$ cat config.mk
export PLATFORM = sky130hd
export DESIGN_NAME = fetch_controller
export DESIGN_NICKNAME = d
export VERILOG_FILES = /design/src/rtl/fetch_pkg.sv /design/src/rtl/fetch_buffer.sv /design/src/rtl/fetch_controller.sv
export SDC_FILE = /design/constraint.sdc
export NUM_CORES = 1
export LEC_CHECK = 0
export BUFFER_PORTS_ARGS = -buffer_cell sky130_fd_sc_hd__buf_2
export CAP_MARGIN = 20
export CORE_ASPECT_RATIO = 1.25
export CORE_MARGIN = 4
export CORE_UTILIZATION = 60
export CTS_CLUSTER_DIAMETER = 60
export CTS_CLUSTER_SIZE = 8
export DETAILED_ROUTE_END_ITERATION = 8
export PLACE_DENSITY_LB_ADDON = 0.1
export SETUP_SLACK_MARGIN = 0.1
export SKIP_CTS_REPAIR_TIMING = 1
export SLEW_MARGIN = 40
export SYNTH_ARGS = -nofsm -noshare
export SYNTH_HDL_FRONTEND = slang
export SYNTH_HIERARCHICAL = 1
export SYNTH_SLANG_ARGS = --single-unit
$ cat constraint.sdc
create_clock -name clk -period 11.3 [get_ports clk]
set_input_delay 2.825 -clock clk [delete_from_list [all_inputs] [get_ports clk]]
set_output_delay 2.825 -clock clk [all_outputs]
set_load 0.005 [all_outputs]
$ cat src/rtl/fetch_pkg.sv
// Shared types for the instruction fetch controller.
//   fetch_state_t : controller FSM states
//   PC_STEP       : byte increment between sequential fetches
//   fetch_entry_t : one buffered {pc, instruction} pair
package fetch_pkg;

  typedef enum logic [1:0] {
    IDLE  = 2'd0,
    RUN   = 2'd1,
    DRAIN = 2'd2
  } fetch_state_t;

  localparam logic [31:0] PC_STEP = 32'd4;

  typedef struct packed {
    logic [31:0] pc;
    logic [31:0] instr;
  } fetch_entry_t;

endpackage

$ cat src/rtl/fetch_buffer.sv
// Synchronous FIFO of fetched {pc, instruction} entries.
// Ports:
//   clk, reset     : clock, synchronous active-high reset
//   push, wdata    : enqueue an entry (ignored when full without a pop)
//   pop            : dequeue the head (ignored when empty)
//   flush          : drop all entries; overrides push and pop
//   rdata          : registered head entry; holds its last value when empty
//   full, empty    : occupancy flags
//   count          : number of valid entries
module fetch_buffer
  import fetch_pkg::*;
#(
  parameter int unsigned DEPTH = 2,
  localparam int unsigned PTR_W = (DEPTH > 1) ? $clog2(DEPTH) : 1,
  localparam int unsigned CNT_W = $clog2(DEPTH) + 1
) (
  input  logic               clk,
  input  logic               reset,
  input  logic               push,
  input  logic               pop,
  input  logic               flush,
  input  fetch_entry_t       wdata,
  output fetch_entry_t       rdata,
  output logic               full,
  output logic               empty,
  output logic [CNT_W-1:0]   count
);

  fetch_entry_t             mem_q [DEPTH];
  fetch_entry_t             head_q, head_d;
  logic [PTR_W-1:0]         rd_ptr_q, rd_ptr_d;
  logic [PTR_W-1:0]         wr_ptr_q, wr_ptr_d;
  logic [CNT_W-1:0]         count_q, count_d;
  logic                     do_push, do_pop;

  assign full  = (count_q == CNT_W'(DEPTH));
  assign empty = (count_q == '0);
  assign count = count_q;
  assign rdata = head_q;

  // Pointer/count update; the head register is refreshed with the entry that
  // will sit at the read pointer after this edge, bypassing a same-cycle write.
  always_comb begin
    do_pop   = pop & ~empty & ~flush;
    do_push  = push & ~flush & (~full | do_pop);
    rd_ptr_d = rd_ptr_q;
    wr_ptr_d = wr_ptr_q;
    count_d  = count_q;
    head_d   = head_q;
    if (flush) begin
      rd_ptr_d = '0;
      wr_ptr_d = '0;
      count_d  = '0;
    end else begin
      if (do_push) wr_ptr_d = wr_ptr_q + PTR_W'(1);
      if (do_pop)  rd_ptr_d = rd_ptr_q + PTR_W'(1);
      count_d = count_q + CNT_W'(do_push) - CNT_W'(do_pop);
      if (count_d != '0) begin
        head_d = (do_push && (wr_ptr_q == rd_ptr_d)) ? wdata : mem_q[rd_ptr_d];
      end
    end
  end

  // Control state
  always_ff @(posedge clk) begin
    if (reset) begin
      rd_ptr_q <= '0;
      wr_ptr_q <= '0;
      count_q  <= '0;
      head_q   <= '0;
    end else begin
      rd_ptr_q <= rd_ptr_d;
      wr_ptr_q <= wr_ptr_d;
      count_q  <= count_d;
      head_q   <= head_d;
    end
  end

  // Storage array; contents are only observed through count-qualified reads
  always_ff @(posedge clk) begin
    if (do_push) mem_q[wr_ptr_q] <= wdata;
  end

endmodule

$ cat src/rtl/fetch_controller.sv
// Instruction fetch sequencer: owns the PC, addresses the combinational
// instruction memory and buffers {pc, instruction} pairs toward decode.
// Ports:
//   clk, reset                     : clock, synchronous active-high reset
//   start, halt                    : begin fetching / stop and drain
//   redirect, redirect_pc          : load a new PC and flush buffered work
//   imem_address, imem_instruction : instruction memory read port
//   out_valid, out_ready           : decode handshake
//   out_instruction, out_pc        : buffer head payload
//   busy                           : FSM not in IDLE
module fetch_controller
  import fetch_pkg::*;
#(
  parameter logic [31:0] RESET_PC = 32'h0000_0000,
  parameter int unsigned DEPTH    = 2
) (
  input  logic        clk,
  input  logic        reset,
  input  logic        start,
  input  logic        halt,
  input  logic        redirect,
  input  logic [31:0] redirect_pc,
  output logic [31:0] imem_address,
  input  logic [31:0] imem_instruction,
  output logic        out_valid,
  input  logic        out_ready,
  output logic [31:0] out_instruction,
  output logic [31:0] out_pc,
  output logic        busy
);

  localparam int unsigned CNT_W = $clog2(DEPTH) + 1;

  fetch_state_t      state_q, state_d;
  logic [31:0]       pc_q, pc_d;
  logic              push, pop, flush;
  logic              full, empty;
  logic [CNT_W-1:0]  count;
  fetch_entry_t      wdata, head;

  assign out_valid       = ~empty;
  assign pop             = out_valid & out_ready;
  assign imem_address    = pc_q;
  assign out_pc          = head.pc;
  assign out_instruction = head.instr;
  assign busy            = (state_q != IDLE);
  assign wdata           = '{pc: pc_q, instr: imem_instruction};

  fetch_buffer #(.DEPTH(DEPTH)) u_buffer (
    .clk   (clk),
    .reset (reset),
    .push  (push),
    .pop   (pop),
    .flush (flush),
    .wdata (wdata),
    .rdata (head),
    .full  (full),
    .empty (empty),
    .count (count)
  );

  // Next state, PC and capture; redirect outranks every other event
  always_comb begin
    state_d = state_q;
    pc_d    = pc_q;
    push    = 1'b0;
    flush   = 1'b0;
    if (redirect) begin
      flush = 1'b1;
      pc_d  = redirect_pc & ~32'h0000_0003;
      case (state_q)
        RUN:     state_d = halt ? IDLE : RUN;
        default: state_d = IDLE;
      endcase
    end else begin
      case (state_q)
        IDLE: begin
          if (start && !halt) state_d = RUN;
        end
        RUN: begin
          if (halt) begin
            state_d = DRAIN;
          end else if (!full || pop) begin
            push = 1'b1;
            pc_d = pc_q + PC_STEP;
          end
        end
        DRAIN: begin
          if (empty || ((count == CNT_W'(1)) && pop)) state_d = IDLE;
        end
        default: state_d = IDLE;
      endcase
    end
  end

  // State and PC registers
  always_ff @(posedge clk) begin
    if (reset) begin
      state_q <= IDLE;
      pc_q    <= RESET_PC;
    end else begin
      state_q <= state_d;
      pc_q    <= pc_d;
    end
  end

endmodule

Yosys cells after proc, flatten, opt, wreduce, memory -nomap -nowiden --
Memories as Yosys holds them, arrays and structs flattened. A register that Yosys moved wholly into a read port is not among the register bits. Index checks and enable logic that the tools add are counted.
Storage, ports and cells: bits in registers 38, latch bits 0, bits in writable memories 128, memory bits (read-only) 0, input port bits 70, output and inout bits 98, logic and storage cells 68, memories 1
Memories:
- u_buffer.mem_q | depth 2, width 64, rd ports 1, clocked after Yosys merged registers in 1, wr ports 1, line fetch_buffer.sv:29 | fetch_entry_t mem_q [DEPTH];
Cells by class: add/subtract/negate cells 5, multipliers 0, divide/modulo/power cells 0, order comparisons 0, equal/unequal tests 8, shift operators 0, multiplexer cells 20, bitwise logic cells 10, reduce and logical (&&, ||, !) cells 18
Operator list (count):
- 32-bit two-way mux | 4
- 32-bit by 3-bit adder with 32-bit output, second input constant | 1
- 1-bit two-way mux | 11
- 3-bit inequality test, second input constant | 3
- 3-bit AND reduction | 3
- 2-bit two-way mux | 4
- 2-bit nonzero test | 4
- 2-bit case mux with 3 select lines | 1
- 1-bit AND | 5
- 2-bit by 1-bit == test with 1-bit output, second input constant | 2
- 2-bit == test, second input constant | 2
- 2-bit zero test | 2
- 1-bit NOT | 4
- 2-bit OR reduction | 2
- 1-bit adder, second input constant | 2
- 2-bit by 1-bit adder with 2-bit output | 1
- 1-bit logical AND | 2
- 1-bit zero test | 2
- 1-bit logical OR | 2
- 2-bit by 1-bit inequality test with 1-bit output, second input constant | 1
- 2-bit AND reduction | 1
- 2-bit by 1-bit subtractor with 2-bit output | 1
- 1-bit OR | 1

Depth between registers and ports, before layout --
word-level depth 14, gate-level depth with buffers 17, depth with buffers taken out 14

Hierarchy --
Netlist, hierarchy kept.
By module, submodules not included:
- fetch_buffer | times used 1, cells each 626, area an instance 8010.2 µm², seq. area each 5205.0 µm²
- fetch_controller | times used 1, cells each 263, area an instance 2094.5 µm², seq. area each 640.6 µm²

Worst setup path after synthesis --
Ideal clock, no wire load.
path type input-to-reg, start input redirect, end memory u_buffer/mem_q[0][0] in the netlist's numbering, enable pin, library setup time 0.486 ns, data arrival time 6.836 ns, data required time 10.814 ns, setup slack 3.978 ns, stages on the path 8, buffers on the path 4, cells stage by stage clkbuf_1 clkbuf_1 buf_1 nor2_1 nor2b_1 nand2_1 clkbuf_1 nor2_1
Between the ends: elaborated cells on any way between the ends 9, those cells by class mux: 4; bitwise: 5
RTL lines:
- start: declaration | line fetch_controller.sv:21 | input logic redirect,
- 1-bit two-way mux | line fetch_controller.sv:68 | if (redirect) begin
- via push | line fetch_controller.sv:36 | logic push, pop, flush;
- 1-bit AND (2 in a row) | line fetch_buffer.sv:45 | do_push = push & ~flush & (~full | do_pop);
- 1-bit two-way mux | line fetch_buffer.sv:81 | if (do_push) mem_q[wr_ptr_q] <= wdata;
- 1-bit two-way mux (implied by the code) | line fetch_buffer.sv:81
- end: declaration | line fetch_buffer.sv:29
The timed path passes the listed nets, and every way through them passes these cells.

Worst setup path after layout --
start input halt, end register u_buffer.head_q (netlist bit u_buffer/rdata[56])
Between the ends: longest elaborated chain between the ends 9
RTL lines:
- start: declaration | line fetch_controller.sv:20 | input logic halt,
- 1-bit two-way mux | line fetch_controller.sv:81 | if (halt) begin
- 1-bit two-way mux | line fetch_controller.sv:76 | case (state_q)
- 1-bit two-way mux | line fetch_controller.sv:68
- via push | line fetch_controller.sv:36
- 1-bit AND (2 in a row) | line fetch_buffer.sv:45
- 2-bit by 1-bit adder with 2-bit output | line fetch_buffer.sv:57 | count_d = count_q + CNT_W'(do_push) - CNT_W'(do_pop);
- 2-bit by 1-bit subtractor with 2-bit output | line fetch_buffer.sv:57
- 2-bit nonzero test | line fetch_buffer.sv:58 | if (count_d != '0) begin
- 2-bit AND reduction (no line)
- end signal: assignment | line fetch_buffer.sv:70 | head_q <= '0;
- end signal: assignment | line fetch_buffer.sv:75 | head_q <= head_d;
- end: declaration | line fetch_buffer.sv:30 | fetch_entry_t head_q, head_d;
The timed path passes the listed nets, and every way through them passes these cells. A chain may end at the register's enable or synchronous reset.

==> flow_summary.yaml <==
run_status:
  outcome: "finished, final reports clean"
clock_network:
  cts-root-buf: "clkbuf_16"
  cts.sink_count: 228
  cts_tree: "built"
  cts_buffers: 34
  path_clk_slew_ns: 0.05
  cts_buffer_depth: 3
  clk_latency_ns: 0.48
  htreeDepth: 2
power_and_ir_drop:
  seqPwrFrac: 0.476
  switching_power_uw: 398
  pwr-share-comb: 0.034
  switching_share: 0.209
  vdd_drop_max_uv: 118
  internal_power_uw: 1510
  pwr-share-clk: 0.490
  p_per_area_nw_per_um2: 160
  p_leak_uw: 0.00462
final_layout:
  area_growth_pct: 18.4
  layout.cells.non_filler: 1265
  drive_above_1_share: 0.240
  fin_nets: 1097
routing:
  wl_per_cell_um: 21.7
  detail_route.first_pass.iterations: 5
  viasPerCell: 6.64
  routed_wl_mm: 27.4
  antenna_left: 0
  vias: 8395
  drtIter0Drc: 900
  drc: 0
die:
  die_w_um: 124
  core_area_um2: 16400
  die_y_um: 153
  rows: 52
  die_area_um2: 19000
  start_util: 0.616
  boundaryPins: 168
yosys:
  synth_cell_types: 67
  synth_top_area_frac: 0.380
  synth.area.top_cells: "edfxtp_1, dfxtp_1, a32o_1, nand3_1, or3_1"
  synth_edf_count: 128
  async_flop_share: 0
  yosysSeqAreaShare: 0.579
  syn_inst: 889
  synth_warnings: 6
  syn_area_um2: 10100
  synth_top_area_cell: "edfxtp_1"
  syn_area_per_cell_um2: 11.4
  yosys-top-cells-count: "edfxtp_1, nand3_1, dfxtp_1, or3_1, a32o_1"
  ys_ff_latch: 228
  synth-main-ff-cell: "edfxtp_1"
grt:
  grt_pass1_wl_mm: 43.2
  antenna_found_initial: 1
  grtUsageTotal: 0.284
  grt_max_degree: 89
  grt_overflow: 0
  grt_pass1_vias: 8167
worst_setup_path:
  path_max_fanout: 45
  cp-start-kind: "input pin"
  rr_startpoint: "u_buffer/count[1]"
  critical_path_required_ns: 11.72
  worst-setup-path-type: "in -> reg"
  r2r_end: "u_buffer/rdata[56]"
  reg2reg_depth: 12
  regToRegSetupSlack_ns: 6.68
  crit_arrival_ns: 6.75
  endpoint_kind: "register"
min_path:
  min-delay-start: "u_buffer/rdata[49]"
  whs_path_depth: 1
  holdPathEnd: "u_buffer/rdata[49]"
  hold_path.class: "reg -> reg"
timing:
  setup_tns_ns: 0
  fin_crit_ns: 6.33
  drv_slew: 0
  fin_crit_sh: 0.560
  clock_skew_ns: 0.0139
  fmax_mhz: 158
  worst_slew_pin_slew_ns: 0.808
  rsz0062_at_grt: "false"
  hold_violations: 0
  slew_headroom: 0.462
  setup_viol: 0
place:
  dp.cells: 1204
  place.port_buffers: 163
  hpwl_mm: 15.6
  routabilityCongestion: 0.804
job:
  maxCapViolCount: 0
cells in the final DEF, fill, tap and decap left out, types with 14 or more instances in the layout:
cell type | netlist | routed
a311oi_1 | 14 | 14
a32o_1 | 66 | 66
buf_2 | 15 | 163
buf_4 | 5 | 15
clkbuf_1 | 44 | 22
clkbuf_16 | 0 | 35
dfxtp_1 | 100 | 100
edfxtp_1 | 128 | 128
inv_1 | 18 | 18
nand2_1 | 15 | 14
nand3_1 | 128 | 128
nor2_1 | 27 | 26
o22ai_1 | 63 | 63
or3_1 | 69 | 68
layout make-up:
type	instances	area, um2
Antenna cell	1	2.50
Clock buffer	57	958
Clock inverter	2	38.8
Fill cell	1188	4430
Inverter	19	71.3
Multi-Input combinational cell	560	3790
Sequential cell	228	5850
Tap cell	216	270
Timing Repair Buffer	182	985
state kept, by name, summed over array words and instances, names as in the netlist:
register           cells
u_buffer/mem_q       128
u_buffer/rdata        64
imem_address          30
state_q                2
u_buffer/count         2
u_buffer/rd_ptr_q      1
u_buffer/wr_ptr_q      1
power groups by stage:
stage	registers, uW	clock network (uW)	logic (uW)
after floorplan	917	0	32.2
after global placement	923	0	62.2
after detailed placement	924	0	63.6
after CTS	908	947	64.3
after global routing	909	986	71.8
final	909	936	65.0
layer usage:
metal	up-vias	part of all wire	track usage
met2	389	0.50	0.472
li1	3806	-	-
met1	4153	0.40	0.379
met4	0	0.025	0.0960
met5	-	0	0
met3	47	0.076	0.0447
per-stage QoR:
step	setup WS [ns]	total power [uW]	hold WS (ns)	util	instance area, um2
after floorplan	3.98	949	0.466	-	10100
after global placement	4.67	985	0.443	0.665	10900
after detailed placement	4.53	987	0.448	0.668	10900
after CTS	5.03	1920	0.460	0.728	11900
after global routing	4.80	1970	0.478	0.730	12000
final	4.97	1910	0.457	0.730	12000
worst max-delay path, cell delays in order:
cell and delay [ns]:
buf_2 0.12, nor3b_2 0.28, o21ai_1 0.21, nor2_1 0.44, nor2b_1 0.26, nand2_2 0.34
buf_4 0.42, or4_2 1.03, buf_4 0.44, nand3_1 0.17, a32o_1 0.18
kinds of logic (layout without fill, tap and decap cells):
family / after synthesis / in the layout / share of synthesized area
and+or+nand+nor: 333 / 333 / 0.191
DFF: 228 / 228 / 0.579
AOI/OAI and AO/OA: 206 / 206 / 0.162
buffers and inverters: 108 / 260 / 0.0542
xor gates and xnor gates: 10 / 10 / 0.0100
adders and majority gates: 2 / 2 / 0.00248
other: 1 / 9 / 0.000371
muxes: 1 / 1 / 0.000991
worst max-delay path by stage:
stage / slack, ns / start / end / cells after the start
final: 4.97 / halt / u_buffer/rdata[56] / 11
after global routing: 4.80 / halt / u_buffer/rdata[56] / 11
after CTS: 5.03 / halt / u_buffer/rdata[56] / 11
after detailed placement: 4.53 / halt / u_buffer/rdata[57] / 11
after global placement: 4.67 / halt / u_buffer/rdata[61] / 11
after floorplan: 3.98 / redirect / u_buffer/mem_q[0][0] / 8
Note: power is estimated with default switching activity, not from simulation.
